===== config.mk =====
export PLATFORM = sky130hd
export DESIGN_NAME = regfile_mp
export DESIGN_NICKNAME = d
export VERILOG_FILES = /design/src/rtl/regfile_pkg.sv /design/src/rtl/regfile_mp_reg_load.sv /design/src/rtl/regfile_mp.sv
export SDC_FILE = /design/constraint.sdc
export NUM_CORES = 1
export LEC_CHECK = 0
export ABC_AREA = 1
export BUFFER_PORTS_ARGS = -buffer_cell sky130_fd_sc_hd__buf_2
export CAP_MARGIN = 40
export CELL_PAD_IN_SITES_DETAIL_PLACEMENT = 0
export CELL_PAD_IN_SITES_GLOBAL_PLACEMENT = 1
export CORE_MARGIN = 2
export CORE_UTILIZATION = 35
export CTS_CLUSTER_SIZE = 24
export DETAILED_ROUTE_END_ITERATION = 6
export PLACE_DENSITY = 0.82
export SETUP_SLACK_MARGIN = 0.05
export SYNTH_ARGS = -nofsm -noshare
export SYNTH_HDL_FRONTEND = slang
export SYNTH_HIERARCHICAL = 1
export SYNTH_SLANG_ARGS = --single-unit
export TNS_END_PERCENT = 50

===== constraint.sdc =====
create_clock -name clk -period 1 [get_ports clk]
set_input_delay 0.1 -clock clk [delete_from_list [all_inputs] [get_ports clk]]
set_output_delay 0.1 -clock clk [all_outputs]
set_load 0.005 [all_outputs]

===== src/rtl/regfile_pkg.sv =====
// Shared constants for the multi-port register file: default geometry and read-mode selectors.
package regfile_pkg;

  localparam int DEF_WIDTH = 16;
  localparam int DEF_NREGS = 8;

  localparam int RD_COMB = 0;
  localparam int RD_REGD = 1;

endpackage


===== src/rtl/regfile_mp_reg_load.sv =====
// Single storage register with load enable and asynchronous active-low clear.
module reg_load #(
  parameter int WIDTH = 16
) (
  input  logic             clk,
  input  logic             reset_n,
  input  logic             load_i,
  input  logic [WIDTH-1:0] d_i,
  output logic [WIDTH-1:0] q_o
);

  logic [WIDTH-1:0] data_q;

  always_ff @(posedge clk or negedge reset_n) begin
    if (!reset_n) begin
      data_q <= '0;
    end else if (load_i) begin
      data_q <= d_i;
    end
  end

  assign q_o = data_q;

endmodule


===== src/rtl/regfile_mp.sv =====
// NREGS x WIDTH register file: one write port, two read ports with write bypass,
// optional registered read, and a per-register busy scoreboard.
module regfile_mp
  import regfile_pkg::*;
#(
  parameter  int WIDTH  = DEF_WIDTH,
  parameter  int NREGS  = DEF_NREGS,
  parameter  int RD_REG = RD_COMB,
  localparam int AW     = $clog2(NREGS)
) (
  input  logic             clk,
  input  logic             reset_n,
  input  logic             write,
  input  logic [AW-1:0]    writenum,
  input  logic [WIDTH-1:0] data_in,
  input  logic [AW-1:0]    readnum_a,
  input  logic [AW-1:0]    readnum_b,
  output logic [WIDTH-1:0] data_out_a,
  output logic [WIDTH-1:0] data_out_b,
  input  logic             lock,
  input  logic [AW-1:0]    locknum,
  output logic [NREGS-1:0] busy,
  output logic             busy_a,
  output logic             busy_b
);

  localparam logic [AW:0] NREGS_C = (AW + 1)'(NREGS);

  logic             wr_ok, lk_ok, ra_ok, rb_ok;
  logic [WIDTH-1:0] reg_val [NREGS];
  logic [WIDTH-1:0] sel_a, sel_b;
  logic [NREGS-1:0] busy_q, busy_d;

  // Index checks only matter when NREGS is not a power of two.
  assign wr_ok = write && ({1'b0, writenum} < NREGS_C);
  assign lk_ok = lock && ({1'b0, locknum} < NREGS_C);
  assign ra_ok = {1'b0, readnum_a} < NREGS_C;
  assign rb_ok = {1'b0, readnum_b} < NREGS_C;

  for (genvar g = 0; g < NREGS; g++) begin : g_reg
    reg_load #(
      .WIDTH(WIDTH)
    ) u_reg (
      .clk    (clk),
      .reset_n(reset_n),
      .load_i (write && (writenum == AW'(g))),
      .d_i    (data_in),
      .q_o    (reg_val[g])
    );
  end

  always_comb begin
    sel_a = '0;
    sel_b = '0;
    if (ra_ok) begin
      sel_a = (wr_ok && (writenum == readnum_a)) ? data_in : reg_val[readnum_a];
    end
    if (rb_ok) begin
      sel_b = (wr_ok && (writenum == readnum_b)) ? data_in : reg_val[readnum_b];
    end
  end

  // Lock is applied after the write clear so a same-index lock wins.
  always_comb begin
    busy_d = busy_q;
    if (wr_ok) begin
      busy_d[writenum] = 1'b0;
    end
    if (lk_ok) begin
      busy_d[locknum] = 1'b1;
    end
  end

  always_ff @(posedge clk or negedge reset_n) begin
    if (!reset_n) begin
      busy_q <= '0;
    end else begin
      busy_q <= busy_d;
    end
  end

  assign busy   = busy_q;
  assign busy_a = ra_ok ? busy_q[readnum_a] : 1'b0;
  assign busy_b = rb_ok ? busy_q[readnum_b] : 1'b0;

  if (RD_REG == RD_REGD) begin : g_rd_reg
    logic [WIDTH-1:0] out_a_q, out_b_q;

    always_ff @(posedge clk or negedge reset_n) begin
      if (!reset_n) begin
        out_a_q <= '0;
        out_b_q <= '0;
      end else begin
        out_a_q <= sel_a;
        out_b_q <= sel_b;
      end
    end

    assign data_out_a = out_a_q;
    assign data_out_b = out_b_q;
  end else begin : g_rd_comb
    assign data_out_a = sel_a;
    assign data_out_b = sel_b;
  end

endmodule


# --- Word-level counts from Yosys, hierarchy flattened ---
# Cells that the tools add are included.
word_totals:
  regBits: 136
  in_bits: 32
  output_inout_bits: 42
  word_cells: 62
classes:
  order_cmp: 8
  n_eq_ne: 9
  muxes: 18
  bitwise_logic: 5
  reduce_logical: 13
op_table:
  columns: ["operator", "n"]
  rows:
  - ["binary-select mux 16 bit (select 3 bit)", 2]
  - ["two-way mux 16 bit", 6]
  - ["less-than comparator 3 x 4 -> 1 bit (second input constant)", 4]
  - ["two-way mux 8 bit", 2]
  - ["== test 3 bit (second input constant)", 4]
  - ["logical AND 1 bit", 12]
  - ["bitwise AND 8 bit", 1]
  - [">= comparator 4 bit (second input constant)", 2]
  - ["inverter 3 -> 4 bit", 2]
  - ["inverter 8 bit", 1]
  - ["bitwise OR 8 bit", 1]
  - ["binary-select mux 1 bit (select 3 bit)", 2]
  - ["demux 1 bit (select 3 bit)", 2]
  - ["== test 3 x 2 -> 1 bit (second input constant)", 2]
  - ["== test 3 bit", 2]
  - [">= comparator 3 x 1 -> 1 bit (second input constant)", 2]
  - ["two-way mux 1 bit", 4]
  - ["== test 3 x 1 -> 1 bit (second input constant)", 1]
  - ["logical NOT 3 bit", 1]

# --- Depth between registers and ports, before layout ---
# Gate-level depths: netlist (run 1).
logic_depth:
  word_depth: 9
  ltp_mapped: 10
  depth_no_buf: 8

# --- Hierarchy ---
# The synthesis (run 1) kept the hierarchy.
modules_own_cells:
  columns: ["mod", "n_inst", "cells_per_inst", "area_per_inst_um2", "seq_area_each_um2"]
  rows:
  - ["reg_load", 8, 68, 644.4, 400.4]
  - ["regfile_mp", 1, 826, 3880.0, 200.2]

# --- Least setup slack after synthesis (run 1) ---
# No wires, ideal clock.
synth_timing:
  path_kind: "input port to output port"
  start: "input port readnum_b[2]"
  end: "output port data_out_b[10]"
  arrival_ns: 0.932
  required_ns: 0.900
  path_slack_ns: -0.032
  cell_stages: 8
  path_buffers: 2
  cell_sequence: "buf_2 > inv_2 > nand2_1 > nand2_1 > nand2_4 > buf_2 > nand3_1 > nand2_1"
synth_between:
  elab_chain_cells: 5
  elab_cells_between_ends: 7
  classes_between: "eq/ne: 1; mux: 4; bitwise: 1; reduce/logical: 1"
synth_lines:
  columns: ["element", "line", "source"]
  rows:
  - ["start, declared", "regfile_mp.sv:17", "input logic [AW-1:0] readnum_b,"]
  - ["inverter 3 -> 4 bit (not written as such)", "regfile_mp.sv:59", "sel_b = (wr_ok && (writenum == readnum_b)) ? data_in : reg_val[readnum_b];"]
  - ["binary-select mux 16 bit (select 3 bit)", "regfile_mp.sv:59", null]
  - ["two-way mux 16 bit (not written as such) (2 in series)", "regfile_mp.sv:59", null]
  - ["two-way mux 16 bit (*)", "regfile_mp.sv:59", null]
  - ["end, declared", "regfile_mp.sv:19", "output logic [WIDTH-1:0] data_out_b,"]
# Every way passes the cells marked *; elsewhere a longest branch is shown, timed or not. The select of a mux whose other input is x is not followed.

# --- Final worst setup path (run 1) ---
layout_timing:
  start: "register g_reg[0].u_reg.data_q[14]"
  end: "output port data_out_b[14]"
layout_between:
  elab_chain_cells: 4
layout_lines:
  columns: ["element", "line", "source"]
  rows:
  - ["start, declared", "regfile_mp_reg_load.sv:12", "logic [WIDTH-1:0] data_q;"]
  - ["start signal, assigned", "regfile_mp_reg_load.sv:18", "data_q <= d_i;"]
  - ["binary-select mux 16 bit (select 3 bit)", "regfile_mp.sv:59", null]
  - ["two-way mux 16 bit (not written as such) (2 in series)", "regfile_mp.sv:59", null]
  - ["two-way mux 16 bit", "regfile_mp.sv:59", null]
# Every way passes these cells. The select of a mux whose other input is x is not followed.

==> impl_results.md, run 1 <==
- Global-route wire length before repair: 52100 um
- EDFF count, synth: 0
- Met3 wire length: 2260 um
- CTS Root Cell: clkbuf_16
- Reg2reg path depth: 4
- CTS tree: done
- 1st-iter DRT viols: 927
- Worst hold slack: 0.00514 ns
- Rows: 58
- Lkg Pwr: 6.78 nW
- RSZ-0062 raised after global routing: true
- Mapped Cells: 1370
- Placed inst area: 0.0108 mm2
- Post-route ant nets: 0
- WP data arrival: roughly 1.5 ns
- Routed wl met2: approximately 16000 um
- Placed cell count: between 1500 and 2000
- Initial antenna violation count: 0
- Internal: 0.0141 W
- # diodes: 0
- Setup ws final: -0.575 ns
- Crit path to: data_out_b[14]
- Total core area: approximately 0.025 mm2
- Reg power frac: 34.6%
- Outcome: complete, but fails checks
- Max Slew Vio Count: 0
- Dpl ws: -0.395 ns
- I/O Buffers: 73
- MaxCap Viol Count: 0
- Vias in the first global route: 9464
- WP data required: 0.90 ns
- Setup violators final: 42
- Mux share of post-synthesis cell area: 0%
- Critical path class: register to primary output
- Netlist cell types: 26
- Total GRT Usage: 25.3%
- Synthesized-area fraction occupied by adder cells: 0%
- Minimum clock period: 1.57 ns
- # fillers: 2551
- CTS Sinks: 136
- Comb power frac: a little under a third
- Highest metal used: met4
- Mapped Area: between 0.009 and 0.01 mm2
- Yosys warns: 6
- Post-synth ARST share: 100%
- Die X: 165 um
- R2R Setup Slk: 0.12 ns
- Starting Density: 35.8%
- H-tree levels: 4
- VDD IR-drop max: 1.03 mV
- XOR/XNOR share of the synthesized area: 0%
- Top post-synthesis cells by count: 664 x nand2_1, 234 x nand3_1, 136 x dfrtp_1
- Area delta synth->final: 37.8%
- WL met1: 14400 um
- Pin count of the biggest net entering global routing: 43
- Hold Violations, Final: 0
- Total CTS buffers: 17
- Most frequent cell after synthesis: nand2_1
- HPWL after DPL: 22700 um
- Ranking of synthesized cells by area: dfrtp_1 38%, nand2_1 28%, nand3_1 13%
- CTS Buffer Depth: 2
- Compound-gate portion of the synthesized area: 1.69%
- DRT Wirelength: 33400 um
- Startpoint Class: register
- Final net count: roughly 1600
- FF-to-FF Start: g_reg[7].u_reg/q_o[14]
- Final Wtd Congestion: 0.912
- Fin cells: just under 2000
- Max FO, Critical Path: 3
- Fmax: about 0.64 GHz
- CTS clock-pin slew for the worst setup and hold paths: 0.06 ns
- Routed len/inst: 17.3 um
- Fin Clk Skew: 0 ns
- Largest family of logic cells by synthesized area: simple AND/OR/NAND/NOR gates
- P_sw: 0.00691 W
- Sequential area share after synthesis: 37.7%
- Gr ovfl total: 0
- Die Y: roughly 160 um
- Drt pass-1 iters: 7
- Avg Synthesized Cell Area: 6.59 um2
- Post-synth top area share: approximately 38%
- Pwr dens: 1690 mW/mm2
- Slew @ Worst Pin: about 0.53 ns
- Hold Crit Class: input pin to register
- FF+latch count, synth: around 140
- Main flop type after synthesis: dfrtp_1
- Clock network fraction of design power: 34.1%
- Worst reg2reg path endpoint: g_reg[7].u_reg/q_o[14]
- IO Count: 74
- Drt drc: 0
- Fin crit share: 157%
- Sw Ratio: 32.9%
- Ratio of cells with drive above 1 in the final layout: a little over a third
- Slew HR: about 65%
- Fin util: between 40 and 50%
- Syn nets: 1402
- Vias/cell: 5.04
- Yosys top cell by area: dfrtp_1
- Synth Area in Simple Gates: between 40 and 50%
- Post-route cell area: approximately 0.012 mm2
- Failing checks: setup timing
- Die area: 0.0271 mm2
- Setup crit end kind: primary output
- Critical Path Source: g_reg[0].u_reg/q_o[14]
- Clk Latency, worst-skew pair: around 0.43 ns
- Total number of vias: 9722
-- final cells by class --
class | instances | area [um2] | share of cell area [%]
multi-input combinational | 1011 | 4950 | 39.7
sequential | 136 | 3400 | 27.3
timing repair buffer | 276 | 2440 | 19.6
inverter | 144 | 593 | 4.76
clock buffer | 21 | 460 | 3.70
tap | 330 | 413 | 3.32
clock inverter | 11 | 195 | 1.57
-- routing by layer --
layer  up-vias  track usage [%]
met1      4593             33.3
met4         0             9.09
met2       406             42.2
met5         -                0
li1       4637                -
met3        86             3.94
-- worst min-delay path by stage --
| stage | cells after the start | startpoint | endpoint | slack, ns |
|---|---|---|---|---|
| 2_1_floorplan | 0 | reset_n | busy[0] | -0.20 |
| 3_3_place_gp | 1 | reset_n | g_reg[3].u_reg/q_o[8] | 0.007 |
| 3_5_place_dp | 1 | reset_n | g_reg[3].u_reg/q_o[8] | 0.006 |
| 4_1_cts | 3 | data_in[3] | g_reg[0].u_reg/q_o[3] | 0.004 |
| 5_1_grt | 3 | data_in[8] | g_reg[7].u_reg/q_o[8] | 0.01 |
| 6_report | 3 | data_in[10] | g_reg[3].u_reg/q_o[10] | 0.005 |
-- kinds of logic (layout without fill, tap and decap cells) --
family                 after synthesis  after routing
AND/OR/NAND/NOR                    981            981
flip-flops                         136            136
AO/OA/AOI/OAI                       30             30
buffers and inverters              223            452
-- worst max-delay path: stages (launching register included) --
cell     delay, ns
dfrtp_1       0.40
nand2_1       0.11
nand3_2       0.07
nand3_1       0.10
nand2_1       0.08
nand2_1       0.06
nand2_1       0.08
buf_2         0.14
-- cells in the final DEF (no fill, tap or decap), types with 8 or more instances in the layout --
cell           Yosys  final
buf_2             18     64
inv_6              8      8
dfrtp_1          136    136
nand2_2           53     84
o21ai_1            2      8
nand3_1          234    143
buf_12             8     35
inv_1            127     54
buf_6             22     12
clkbuf_16          0     17
inv_2              7     79
dlygate4sd3_1      0     18
nand3_2            9     98
buf_4             11    147
o21ai_0           22     16
nor2_2             2      8
nand2_1          664    633
-- power groups by stage --
stage / combinational, W / sequential, W / clock [W]
floorplan: 0.00317 / 0.00712 / 0
global placement: 0.00550 / 0.00721 / 0
finish: 0.00658 / 0.00726 / 0.00715
global route: 0.00732 / 0.00737 / 0.00747
CTS: 0.00603 / 0.00719 / 0.00722
detailed placement: 0.00558 / 0.00723 / 0
-- registers in the layout (all words and copies together), names as in the netlist --
| name | flops |
|---|---|
| g.u_reg/q_o | 128 |
| busy | 8 |
-- timing repair --
action,4_1_cts,5_1_grt
hold buffers,18,0
setup endpoints to repair,42,57
endpoints found under the hold margin,164,0
pin swaps,49,57
gates resized for setup,87,127
cloned,0,0
buffers inserted,12,20
-- through the flow --
| stage | power [W] | TNS (ns) |
|---|---|---|
| finish | 0.0210 | -18.62 |
| global route | 0.0222 | -21.06 |
| CTS | 0.0204 | -18.79 |
| detailed placement | 0.0128 | -38.91 |
| global placement | 0.0127 | -34.88 |
| floorplan | 0.0103 | 0 |
No activity file was read; power rests on OpenSTA's default activity.
==> run 2: changes to the inputs <==
--- a/config.mk
+++ b/config.mk
@@ -8,13 +8,14 @@
 export ABC_AREA = 1
 export BUFFER_PORTS_ARGS = -buffer_cell sky130_fd_sc_hd__buf_2
 export CAP_MARGIN = 40
-export CELL_PAD_IN_SITES_DETAIL_PLACEMENT = 0
+export CELL_PAD_IN_SITES_DETAIL_PLACEMENT = 1
 export CELL_PAD_IN_SITES_GLOBAL_PLACEMENT = 1
 export CORE_MARGIN = 2
 export CORE_UTILIZATION = 35
 export CTS_CLUSTER_SIZE = 24
 export DETAILED_ROUTE_END_ITERATION = 6
 export PLACE_DENSITY = 0.82
+export REMOVE_ABC_BUFFERS = 1
 export SETUP_SLACK_MARGIN = 0.05
 export SYNTH_ARGS = -nofsm -noshare
 export SYNTH_HDL_FRONTEND = slang
==> run 2 against run 1 <==
Net effect:
- the flow still finishes with violations (setup timing)
- clock-buffer cell count rose by 2
- final cell count rose by 1.1%
- critical path depth did not move
- register-to-register slack got worse by 0.10 ns
- via count rose by 16%
- die area did not move
- total power rose by 3.2%
==> impl_results.md, run 2 (synthesis results as in run 1) <==
- Fmax: between 0.6 and 0.7 GHz
- MaxCap Viol Count: 0
- Area delta synth->final: 44.0%
- Total CTS buffers: 17
- Critical path's slowest cell: dfrtp_1
- IO Count: between 70 and 80
- Largest register FFs: around 130
- RSZ-0062 raised after global routing: true
- Cell mode on critical path: nand3_2
- Initial antenna violation count: 0
- CP peak stage delay: around 0.40 ns
- Rows: 58
- CTS tree: done
- Ratio of cells with drive above 1 in the final layout: 44.9%
- Pwr dens: 1670 mW/mm2
- Drt pass-1 iters: 6
- Die X: 165 um
- CTS clock-pin slew for the worst setup and hold paths: 0.06 ns
- Setup crit end kind: primary output
- Hold Violations, Final: 0
- Hold Crit Class: input pin to register
- WP data required: ~0.9 ns
- DRT Wirelength: between 40000 and 50000 um
- Commonest non-fill, non-tap cell in the layout: nand2_1
- Vias/cell: 5.77
- H-tree levels: 4
- I/O Buffers: 73
- Fin crit share: 165%
- Slew @ Worst Pin: 0.443 ns
- Worst hold slack: 0.000751 ns
- Starting Density: 35.8%
- Final net count: 1641
- Slew HR: 70.5%
- Lkg Pwr: 6.96 nW
- Worst path bufs/invs: 2
- Critical path class: register to primary output
- CP top delay family: simple AND/OR/NAND/NOR gates
- Cell Chain, Critical Path: inv_2, nand2_1, nand3_2, nand3_2, nand3_2, nand2_1, buf_2
- CTS Buffer Depth: 2
- Vias in the first global route: ~11000
- Minimum clock period: approximately 1.7 ns
- 1st-iter DRT viols: roughly 1200
- Setup ws final: -0.652 ns
- Setup violators final: 46
- Pin count of the biggest net entering global routing: 43
- Max FO, Critical Path: 2
- Global-route wire length before repair: 64700 um
- Gr ovfl total: 0
- # fillers: 3143
- HPWL after DPL: between 20000 and 30000 um
- Total number of vias: about 11000
- Most frequent cells in the layout: 597 x nand2_1, 173 x buf_4, 143 x nand3_2
- Failing checks: setup timing
- Post-route ant nets: 0
- CTS Sinks: 136
- Startpoint Class: register
- Outcome: complete, but fails checks
- Clk Latency, worst-skew pair: about 0.44 ns
- Routed len/inst: roughly 24 um
- VDD IR-drop max: approximately 1.1 mV
- WP data arrival: around 1.6 ns
- Max Slew Vio Count: 0
- Total core area: 0.0253 mm2
- Final Wtd Congestion: 0.960
- Dpl ws: -0.442 ns
- CTS Root Cell: clkbuf_16
- Total GRT Usage: 31.7%
- Die area: approximately 0.027 mm2
- Die Y: 165 um
- Drt drc: 0
- Fin Clk Skew: 0 ns
run 2: report_power, final:
part | internal [W] | switching (W)
clock network | 0.00364 | 0.00261
registers | 0.00654 | 0.000855
logic | 0.00337 | 0.00465
total | 0.0136 | 0.00811
run 2: cell type report:
type,instances,area [um2],area share (%)
Inverter,144,601,4.62
Clock inverter,7,70.1,0.538
Clock buffer,23,488,3.75
Antenna cell,1,2.50,0.0192
Sequential cell,136,3400,26.2
Timing Repair Buffer,299,2600,20.0
Tap cell,330,413,3.17
Multi-Input combinational cell,1011,5430,41.7
run 2: path summary, 6_finish.rpt:
check                                 startpoint               endpoint  slack [ns]  cells after the start
min reg2reg                g_reg[2].u_reg/q_o[5]  g_reg[2].u_reg/q_o[5]        0.48                      2
max                        g_reg[7].u_reg/q_o[8]          data_out_b[8]       -0.65                      7
max reg2reg                g_reg[5].u_reg/q_o[6]  g_reg[5].u_reg/q_o[6]        0.02                      4
min in group asynchronous                reset_n  g_reg[2].u_reg/q_o[3]        0.09                      2
min                                   data_in[3]  g_reg[7].u_reg/q_o[3]      0.0008                      3
max in group asynchronous                reset_n                busy[3]        0.36                      3
run 2: tightest hold or removal path, delay by kind of cell:
kind	cells	cell delay [ns]
buf+inv	1	0.18
simple gates	2	0.14
run 2: what timing repair did:
| item | CTS | global route |
|---|---|---|
| pin swaps | 94 | 99 |
| endpoints found under the hold margin | 153 | 0 |
| hold buffers | 15 | 0 |
| gates resized for setup | 199 | 174 |
| setup buffers | 19 | 38 |
| endpoints found under the setup margin | 86 | 73 |
run 2: metal layers:
metal,track usage (%),vias up,part of all wire [%]
met5,0,-,0
met4,17.3,0,6.9
met3,6.28,269,8.9
met2,51.7,740,47
met1,39.5,5571,37
li1,-,4684,-
run 2: through the flow:
stage	utilization, %	setup TNS, ns	area, um2	instances	total power [W]
after global routing	51.5	-23.29	13000	1950	0.0225
after CTS	48.3	-19.25	12200	1913	0.0201
after detailed placement	42.5	-58.62	10700	1853	0.0130
final	51.5	-21.50	13000	1951	0.0217
after global placement	42.5	-52.62	10700	1853	0.0127
after floorplan	-	-55.05	8370	1291	0.00996
==> run 3: changes to the inputs <==
--- a/config.mk
+++ b/config.mk
@@ -12,13 +12,12 @@
 export CELL_PAD_IN_SITES_GLOBAL_PLACEMENT = 1
 export CORE_MARGIN = 2
 export CORE_UTILIZATION = 35
-export CTS_CLUSTER_SIZE = 24
+export CTS_CLUSTER_SIZE = 25
 export DETAILED_ROUTE_END_ITERATION = 6
 export PLACE_DENSITY = 0.82
 export REMOVE_ABC_BUFFERS = 1
 export SETUP_SLACK_MARGIN = 0.05
 export SYNTH_ARGS = -nofsm -noshare
 export SYNTH_HDL_FRONTEND = slang
-export SYNTH_HIERARCHICAL = 1
 export SYNTH_SLANG_ARGS = --single-unit
 export TNS_END_PERCENT = 50
==> run 3 against run 2 <==
Net effect:
- the flow finishes with violations (hold timing, setup timing)
- largest cell class unchanged
- flip-flop and latch count unchanged
- wire length down 11%
- total power down 1.5%
- setup slack worse by 0.0036 ns
- via count down 8.2%
- clock power up 8.8%
==> impl_results.md, run 3 <==
- Yosys top cell by area: dfrtp_1
- Final Wtd Congestion: 0.849
- Ranking of synthesized cells by area: dfrtp_1 41%, nand2_1 21%, nand3_1 15%
- Setup ws final: -0.655 ns
- Clk Latency, worst-skew pair: 0.44 ns
- Total GRT Usage: 29.6%
- Fin util: 50.1%
- Drt pass-1 iters: 5
- Startpoint Class: register
- CTS Root Cell: clkbuf_16
- # diodes: 0
- Avg Synthesized Cell Area: 6.54 um2
- Rows: 56
- Hold Crit Class: input pin to register
- Setup crit end kind: primary output
- Critical path class: register to primary output
- Power Total: 0.0213 W
- I/O Buffers: 73
- Hold Violations, Final: 1
- Dpl ws: -0.410 ns
- Pin count of the biggest net entering global routing: 37
- CTS Sinks: 136
- Fmax: 0.604 GHz
- # fillers: 2894
- Worst hold slack: -0.00223 ns
- Setup violators final: 42
- Total CTS buffers: 17
- Netlist cell types: 20
- Post-synth top area share: approximately two fifths
- Commonest non-fill, non-tap cell in the layout: nand2_1
- Die area: about 0.025 mm2
- Slew HR: 70.4%
- Ratio of cells with drive above 1 in the final layout: approximately 42%
- Post-route ant nets: 0
- Most frequent cells in the layout: 392 x nand2_1, 144 x nand3_2, 136 x dfrtp_1
- DRT Wirelength: 42000 um
- R2R Setup Slk: 0.01 ns
- RSZ-0062 raised after global routing: true
- Pwr dens: ~1800 mW/mm2
- Most frequent cell after synthesis: nand2_1
- Vias/cell: ~5.9
- H-tree levels: 4
- Total number of vias: 10300
- Max Slew Vio Count: 0
- Global-route wire length before repair: 56000 um
- Starting Density: 35.5%
- Slew @ Worst Pin: 0.444 ns
- Gr ovfl total: 0
- MaxCap Viol Count: 0
- Routed len/inst: around 24 um
- Post-synth ARST share: 100%
- Lkg Pwr: ~5.8 nW
- WP data arrival: 1.56 ns
- Setup_tns: -20.08 ns
- CTS Buffer Depth: 2
- CTS clock-pin slew for the worst setup and hold paths: 0.07 ns
- CTS tree: done
- Main flop type after synthesis: dfrtp_1
- Die X: around 160 um
- FF+latch count, synth: 136
- Outcome: complete, but fails checks
- Fin crit share: 166%
- Fin Clk Skew: 0 ns
- Sequential area share after synthesis: 41.1%
- IO Count: between 70 and 80
- Area delta synth->final: 41.1%
- FF+latch area: 0.00340 mm2
- WP data required: roughly 0.90 ns
- Final net count: approximately 1500
- Failing checks: hold timing, setup timing
- 1st-iter DRT viols: 970
- HPWL after DPL: between 20000 and 25000 um
- Drt drc: 0
- Largest register FFs: between 100 and 150
- VDD IR-drop max: ~1.3 mV
- Mapped Cells: 1268
- Mapped Area: approximately 0.0083 mm2
- Vias in the first global route: 10300
- Footprint of the multi-input gates: slightly below 0.005 mm2
- Top post-synthesis cells by count: 465 x nand2_1, 244 x nand3_1, 149 x inv_1
- Max FO, Critical Path: 3
- Yosys warns: 0
- EDFF count, synth: 0
- Initial antenna violation count: 0
- Total core area: 0.0233 mm2
- Die Y: around 160 um
- Minimum clock period: 1.66 ns
==> run 3: worst max-delay path: stages (launching register included) <==
cell     delay (ns)
dfrtp_1        0.43
inv_2          0.10
nand2_1        0.08
nand3_2        0.09
nand3_2        0.10
nand3_2        0.09
nand2_1        0.08
buf_2          0.14
==> run 3: logic make-up (layout without fill, tap and decap cells) <==
logic type | Yosys count | count (layout) | synth area share (%)
flip-flops | 136 | 136 | 41.1
AO/OA/AOI/OAI | 153 | 153 | 9.27
buffers and inverters | 248 | 418 | 12.5
AND/OR/NAND/NOR | 731 | 731 | 37.1
==> run 3: layout make-up <==
class / count / area share (%)
multi-input combinational: 884 / 41.2
inverter: 154 / 4.99
sequential: 136 / 29.1
clock buffer: 24 / 4.12
tap: 319 / 3.41
clock inverter: 8 / 1.02
timing repair buffer: 232 / 16.2
==> run 3: metrics by stage <==
| step | std cells | area (um2) |
|---|---|---|
| 3_5_place_dp | 1677 | 9680 |
| 6_report | 1757 | 11700 |
| 3_3_place_gp | 1677 | 9680 |
| 2_1_floorplan | 1174 | 7830 |
| 4_1_cts | 1728 | 10700 |
| 5_1_grt | 1757 | 11700 |
==> run 3: what timing repair did <==
| action | 4_1_cts | 5_1_grt |
|---|---|---|
| gates cloned | 0 | 0 |
| hold endpoints to repair | 142 | 0 |
| endpoints found under the setup margin | 46 | 92 |
| buffers inserted | 15 | 32 |
| pin swaps | 50 | 112 |
| hold buffers | 4 | 0 |
| gates resized for setup | 153 | 223 |
==> run 3: report_power, final <==
part | leakage, nW | total (W) | internal (W) | switching, W
registers | 1.66 | 0.00735 | 0.00662 | 0.000730
clock network | 0.298 | 0.00680 | 0.00411 | 0.00269
logic | 3.88 | 0.00720 | 0.00283 | 0.00437
total | 5.84 | 0.0213 | 0.0136 | 0.00779
==> run 3: path summary, 6_finish.rpt <==
check	start	end	depth (start not counted)
worst max-delay path	g_reg[1].u_reg.q_o[4]	data_out_b[4]	7
worst min-delay path	locknum[1]	busy[6]	3
worst max register to register	g_reg[2].u_reg.q_o[2]	g_reg[2].u_reg.q_o[2]	5
worst min register to register	g_reg[4].u_reg.q_o[12]	g_reg[4].u_reg.q_o[12]	2
max in group asynchronous	reset_n	busy[7]	3
min in group asynchronous	reset_n	g_reg[5].u_reg.q_o[3]	2
==> run 3: per-layer routing <==
layer  wire [um]  vias up  part of all wire [%]  GRT usage [%]
met1       15200     5078                    36           36.1
met4        2980        0                   7.1           15.5
met5           0        -                     0              0
li1            -     4308                     -              -
met2       20000      683                    47           49.3
met3        3870      271                   9.2           5.89
